File: src/rtl/integ_dump.sv
// Integrate-and-dump decimator: sums DEC accepted signed samples at full
// precision and emits one registered sum per frame.
module integ_dump #(
  parameter  int NBW_IN  = 5,
  parameter  int DEC     = 4,
  localparam int NBW_ACC = NBW_IN + $clog2(DEC)
) (
  input  logic                      i_clk,
  input  logic                      i_rst_async_n,
  input  logic                      i_clear,
  input  logic signed [NBW_IN-1:0]  i_data,
  input  logic                      i_valid,
  output logic                      o_ready,
  output logic signed [NBW_ACC-1:0] o_data,
  output logic                      o_valid,
  input  logic                      i_ready
);

  localparam int CNT_W = $clog2(DEC);
  localparam logic [CNT_W-1:0] LAST_CNT = CNT_W'(DEC - 1);

  typedef enum logic {PH_ACCUM, PH_LAST} phase_t;

  logic signed [NBW_ACC-1:0] acc, acc_nxt, sum, odata_nxt;
  logic        [CNT_W-1:0]   cnt, cnt_nxt;
  logic                      ovalid_nxt, accept, consume;
  phase_t                    phase;

  function automatic logic signed [NBW_ACC-1:0] sxt(input logic signed [NBW_IN-1:0] d);
    return NBW_ACC'(d);
  endfunction

  assign phase   = (cnt == LAST_CNT) ? PH_LAST : PH_ACCUM;
  // Stall only when a dump would overwrite a result downstream has not taken.
  assign o_ready = !i_clear && !(phase == PH_LAST && o_valid && !i_ready);
  assign accept  = i_valid && o_ready;
  assign consume = o_valid && i_ready;
  assign sum     = acc + sxt(i_data);

  always_comb begin
    acc_nxt    = acc;
    cnt_nxt    = cnt;
    odata_nxt  = o_data;
    ovalid_nxt = o_valid && !consume;
    if (i_clear) begin
      acc_nxt    = '0;
      cnt_nxt    = '0;
      ovalid_nxt = 1'b0;
    end else if (accept) begin
      unique case (phase)
        PH_ACCUM: begin
          acc_nxt = sum;
          cnt_nxt = cnt + CNT_W'(1);
        end
        PH_LAST: begin
          odata_nxt  = sum;
          ovalid_nxt = 1'b1;
          acc_nxt    = '0;
          cnt_nxt    = '0;
        end
        default: ;
      endcase
    end
  end

  always_ff @(posedge i_clk or negedge i_rst_async_n) begin
    if (!i_rst_async_n) begin
      acc     <= '0;
      cnt     <= '0;
      o_data  <= '0;
      o_valid <= 1'b0;
    end else begin
      acc     <= acc_nxt;
      cnt     <= cnt_nxt;
      o_data  <= odata_nxt;
      o_valid <= ovalid_nxt;
    end
  end

endmodule

File: config.mk
export PLATFORM = sky130hd
export DESIGN_NAME = integ_dump
export DESIGN_NICKNAME = d
export VERILOG_FILES = /design/src/rtl/integ_dump.sv
export SDC_FILE = /design/constraint.sdc
export NUM_CORES = 1
export LEC_CHECK = 0
export CORE_ASPECT_RATIO = 0.75
export CORE_MARGIN = 2
export CORE_UTILIZATION = 30
export CTS_BUF_LIST = sky130_fd_sc_hd__clkbuf_4 sky130_fd_sc_hd__clkbuf_8 sky130_fd_sc_hd__clkbuf_16
export CTS_CLUSTER_DIAMETER = 120
export DETAILED_ROUTE_END_ITERATION = 8
export DONT_BUFFER_PORTS = 1
export HOLD_SLACK_MARGIN = 0.03
export SLEW_MARGIN = 40
export SYNTH_ARGS = -nofsm -noshare
export SYNTH_HDL_FRONTEND = slang
export SYNTH_SLANG_ARGS = --single-unit
export TNS_END_PERCENT = 10
File: constraint.sdc
create_clock -name i_clk -period 2.95 [get_ports i_clk]
set_input_delay 0.1475 -clock i_clk [delete_from_list [all_inputs] [get_ports i_clk]]
set_output_delay 0.1475 -clock i_clk [all_outputs]
set_load 0.01 [all_outputs]
==> flow_summary.ini, run 1 <==
[global_route]
grt_start_max_net_pins = 18
grt_pass1_vias = 715
antenna_found_initial = 0
grt_pass1_wl_um = 3640
overflow = 0
grtUsageTotal_pct = 12.6

[yosys]
avgSynthCellArea_sq_um = 10.7
yosys.cell_types.count = 40
yosys_warnings = 0
ys_seq_area_share_pct = 41.5
syn_inst = 96
syn_nets = 114
synth_area_sq_mm = 0.00103
synth-seq-cells = 17

[layout]
final_common_cell = dfrtp_1
area_delta_synth_final_pct = 11.6
drive_gt1_share_pct = 16.7
fill_cells = 345
final_nets = 121
final_cell_mix = dfrtp_1, nand2_1, ha_1
insertedDiodeCount = 0

[setup_path]
r2r_slack_ps = 960
start_kind = register
cp-end-kind = register
critPathMaxStageDelay_ps = 440
crit_chain = ha_1 > fa_1 > a21oi_2 > o2111ai_1 > a41o_1 > a21o_1
critical_path_peak_fanout = 4
critPathTopFamily = compound AO/OA/AOI/OAI gates
cp.required_ps = 3090
cp.buffers_inverters = 0
arrival_ps = 2130
cp_slowest_cell = fa_1
critPathKind = reg -> reg

[sta]
skew_ps = 1.66
setup_viol = 0
max_freq_mhz = 502
relSlewSlack_pct = 48.4
setup-tns-final_ps = 0
min_period_ps = 1990
fin_crit_sh_pct = 67.6
final_max_slew_viol_count = 0
rsz0062_at_grt = false
worst_pin_slew_ps = 771
finalHoldViolations = 0

[floorplan]
die_width_um = 71.5
die_h_um = 54.6
die-area_sq_mm = 0.00391
io_pins = 19
rows = 18
coreArea_sq_mm = 0.00329
start_util_pct = 31.2

[route]
wire_per_inst_um = 15.9
wl_um = 2250
firstDrtPassIters = 4
drtIter0Drc = 22
drc_errors = 0
routed-via-count = 756
ant_nets = 0
vias_per_cell = 5.32

[clock_tree]
h-tree-depth = 1
numCtsBuffers = 3
clk_latency_ps = 250
cts_sinks = 17
root_buffer = clkbuf_8
clkSlewWorstSetupHoldPaths_ps = 60
clockBufferDepth = 2
cts_tree = done
cts_resized = 0

[place]
gp_congestion = 0.777
dp_hpwl_um = 1700
portBuffers = 0

[power]
finalPower_w = 0.000623
ir_worst_vdd_mv = 0.274
p_per_area_mw_per_mm2 = 544
leakagePower_nw = 0.557

[status]
status = completed

[min_path]
hold_path.class = in -> reg

[job]
max_cap_violations = 0
## where the power goes
| part | switching [W] | internal (W) |
|---|---|---|
| Combinational | 0.0000772 | 0.0000657 |
| Sequential | 0.0000334 | 0.000267 |
| Clock | 0.0000748 | 0.000105 |
## sequential cells by signal, summed over array words and instances (netlist names)
register  count
acc           7
cnt           2
o_valid       1
o_data        7
## synthesized netlist by cell type (all sizes together)
library cell  number  area (sq um)
nor2b              1          6.26
or3                1          11.3
nand2             15          56.3
xor2               1          8.76
o21a               2          15.0
a211o              1          8.76
a311oi             1          15.0
nor3b              2          20.0
buf                1          5.00
a41o               1          10.0
nand4              1          6.26
nor2               2          7.51
nand3b             2          27.5
a21oi              8          47.6
ha                 7          87.6
mux2i              1          10.0
a21o               3          22.5
fa                 1          20.0
a211oi             1          7.51
inv                4          15.0
xnor2              1          8.76
o221a              1          11.3
o2111a             1          11.3
a311o              1          10.0
o21ai              2          10.0
dfrtp             17           425
a22o               5          46.3
o2111ai            2          17.5
nand2b             2          12.5
a221o              1          10.0
mux2               2          22.5
nand3              2          10.0
o211ai             1          7.51
or2                1          6.26
or3b               1          8.76
## worst register-to-register path: stages (launching register included)
cell       delay, ps
dfrtp_1          380
ha_1             220
fa_1             440
a21oi_2          180
o2111ai_1        250
a41o_1           250
a21o_1           170
## repair_timing
action / in CTS / in global routing
buffers inserted: 0 / 0
endpoints found under the hold margin: 19 / 17
hold buffers: 2 / 1
## per-layer routing
layer | routed length, um | vias to the layer above | GRT usage, %
met5 | 0 | - | 0
met4 | 8 | 0 | 0.943
met3 | 201 | 2 | 5.71
met2 | 884 | 25 | 17.9
met1 | 1160 | 352 | 18.1
li1 | - | 377 | -
## cells by family after synthesis
kind of cell / count (synthesis) / share of synthesized area [%]
multiplexers: 3 / 3.17
AO/OA/AOI/OAI: 31 / 24.4
XOR/XNOR: 2 / 1.71
flip-flops: 17 / 41.5
adder cells (fa/ha/maj): 8 / 10.5
buffers and inverters: 5 / 1.95
AND/OR/NAND/NOR: 30 / 16.8
## final cells by class
class / count / area (sq um) / area share [%]
multi-input combinational: 74 / 581 / 50.7
sequential: 17 / 425 / 37.2
tap: 40 / 50.0 / 4.37
clock buffer: 4 / 48.8 / 4.26
timing repair buffer: 3 / 25.0 / 2.19
inverter: 4 / 15.0 / 1.31
## path summary, 6_finish.rpt
| path | endpoint | startpoint | depth (start not counted) |
|---|---|---|---|
| worst max register to register | acc[6] | acc[0] | 6 |
| worst max-delay path | acc[6] | acc[0] | 6 |
| max in group asynchronous | o_data[6] | i_rst_async_n | 2 |
| worst min-delay path | cnt[1] | i_valid | 2 |
| worst min register to register | acc[5] | acc[5] | 2 |
| min in group asynchronous | acc[0] | i_rst_async_n | 2 |
## stage by stage
stage	instance area, sq um	cells	hold WS, ps	setup WS [ps]	util (%)
finish	1140	142	49.1	956	34.8
detailed placement	1070	135	-148	964	32.6
global placement	1070	135	-148	1030	32.6
global route	1140	142	53.2	863	34.8
floorplan	1030	96	-148	1090	-
CTS	1140	141	46.7	958	34.7
Power figures use the tool's default switching activity.
==> inputs of run 2 (changes only) <==
clock period = 1.9 ns   (was 2.95 ns; I/O delays follow)
==> run 2 against run 1 <==
  * Core utilization is 1.8 points higher
  * Sequential share of layout area decreased by 1.9 points
  * Via count up 4.4%
  * Clock power increased by 54%
  * Clock-buffer cell count fell by 1
  * First-iteration DRC count grew 4.5%
  * Global-route usage is 0.50 points lower
  * Critical path type unchanged
==> flow_summary.ini, run 2 (synthesized netlist as in run 1, its figures left out) <==
[min_path]
hold_depth = 2
min_from = i_clear
holdPathEnd = o_valid
hold_path.class = in -> reg

[route]
ant_nets = 0
wl_um = 2260
drtIter0Drc = 23
met1Wirelength_um = 1170
met3WireLength_um = 179
drc_errors = 0
firstDrtPassIters = 4
wire_per_inst_um = 15.3
vias_per_cell = 5.33
dr.max_layer_used = met4
dr_wl_met2_um = 892
routed-via-count = 789

[floorplan]
die_h_um = 54.6
coreArea_sq_mm = 0.00329
start_util_pct = 31.2
io_pins = 19
die-area_sq_mm = 0.00391
die_width_um = 71.5
rows = 18

[setup_path]
r2r_start = acc[0]
critPathMaxStageDelay_ps = 380
arrival_ps = 1970
cp.required_ps = 2050
critical_path_peak_fanout = 4
reg2regPathDepth = 6
r2r_slack_ps = 80
start_kind = register
timing.rr.end = acc[6]
worstSetupStartpoint = acc[0]
cp-end-kind = register
cp_slowest_cell = dfrtp_1
crit_chain = ha_1 > fa_2 > a21oi_2 > o2111ai_2 > a41o_1 > a21o_1
critPathKind = reg -> reg

[job]
max_cap_violations = 0

[clock_tree]
clk_latency_ps = 250
h-tree-depth = 1
numCtsBuffers = 3
clkSlewWorstSetupHoldPaths_ps = 70
cts_tree = done
root_buffer = clkbuf_8
clockBufferDepth = 2
cts_sinks = 17
post-cts-setup-buffers = 0

[global_route]
grt_pass1_wl_um = 3460
antenna_found_initial = 0
grt_pass1_vias = 726
overflow = 0
grt_start_max_net_pins = 18
grtUsageTotal_pct = 12.1

[status]
status = completed

[sta]
relSlewSlack_pct = 64.4
fin_crit_sh_pct = 95.8
finalWorstSetupSlack_ps = 79.7
skew_ps = 0.770
rsz0062_at_grt = true
max_freq_mhz = 549
setup_viol = 0
min_period_ps = 1820
final_max_slew_viol_count = 0
finalHoldViolations = 0
worst_pin_slew_ps = 532

[place]
gp_congestion = 0.777
dpl.cell_count = 139
dp_hpwl_um = 1690
place_area_sq_mm = 0.00110
portBuffers = 0
dpl_worst_slack_ps = -58.3

[power]
ir_worst_vdd_mv = 0.295
p_per_area_mw_per_mm2 = 813
leakagePower_nw = 0.588

[layout]
utilization_pct = 36.6
layout.cells.non_filler = 148
final_cell_mix = dfrtp_1, nand2_1, ha_1
postLayoutCellArea_sq_mm = 0.00120
top_regs = acc x7, o_data x7, cnt x2
final_common_cell = dfrtp_1
fill_cells = 341
insertedDiodeCount = 0
final_nets = 127
drive_gt1_share_pct = 22.2
area_delta_synth_final_pct = 17.4
[run 2: worst max-delay path, delay by kind of cell (launching register included)]
| kind | cells | cell delay, ps |
|---|---|---|
| fa+ha+maj | 2 | 600 |
| flops | 1 | 380 |
| compound gates | 4 | 730 |
[run 2: stage by stage]
stage	power [W]	TNS, ps	hold WS, ps
2_1_floorplan	0.000637	0	-201
3_3_place_gp	0.000680	0	-200
3_5_place_dp	0.000686	-61.5	-200
4_1_cts	0.000991	0	58.0
5_1_grt	0.00104	-4.02	63.4
6_report	0.000980	0	69.4
[run 2: cell type report]
class / count / area, sq um / share of cell area (%)
Clock inverter: 1 / 5.00 / 0.415
Timing Repair Buffer: 9 / 75.1 / 6.23
Sequential cell: 17 / 425 / 35.3
Inverter: 4 / 15.0 / 1.25
Tap cell: 40 / 50.0 / 4.15
Multi-Input combinational cell: 74 / 593 / 49.2
Clock buffer: 3 / 41.3 / 3.43
[run 2: worst max-delay path by stage]
stage	endpoint	slack [ps]	depth (start not counted)
floorplan	acc[6]	40	6
global placement	acc[6]	1	6
detailed placement	acc[6]	-60	6
CTS	acc[6]	30	6
global route	acc[6]	-4	6
finish	acc[6]	80	6
[run 2: where the power goes]
part	switching [W]	total, W	internal (W)	leakage, nW
Clock	0.000132	0.000277	0.000146	0.0255
Sequential	0.0000521	0.000466	0.000414	0.228
Combinational	0.000122	0.000236	0.000114	0.334
Total	0.000306	0.000980	0.000674	0.588
[run 2: metal layers]
layer,vias up,GRT usage (%)
li1,387,-
met1,376,15.7
met2,24,18.4
met3,2,6.26
met4,0,1.89
met5,-,0
[run 2: what timing repair did]
item,4_1_cts,5_1_grt
setup endpoints to repair,2,2
hold endpoints to repair,19,17
hold buffers,4,1
cloned,0,0
gates resized for setup,2,1
pin swaps,0,2
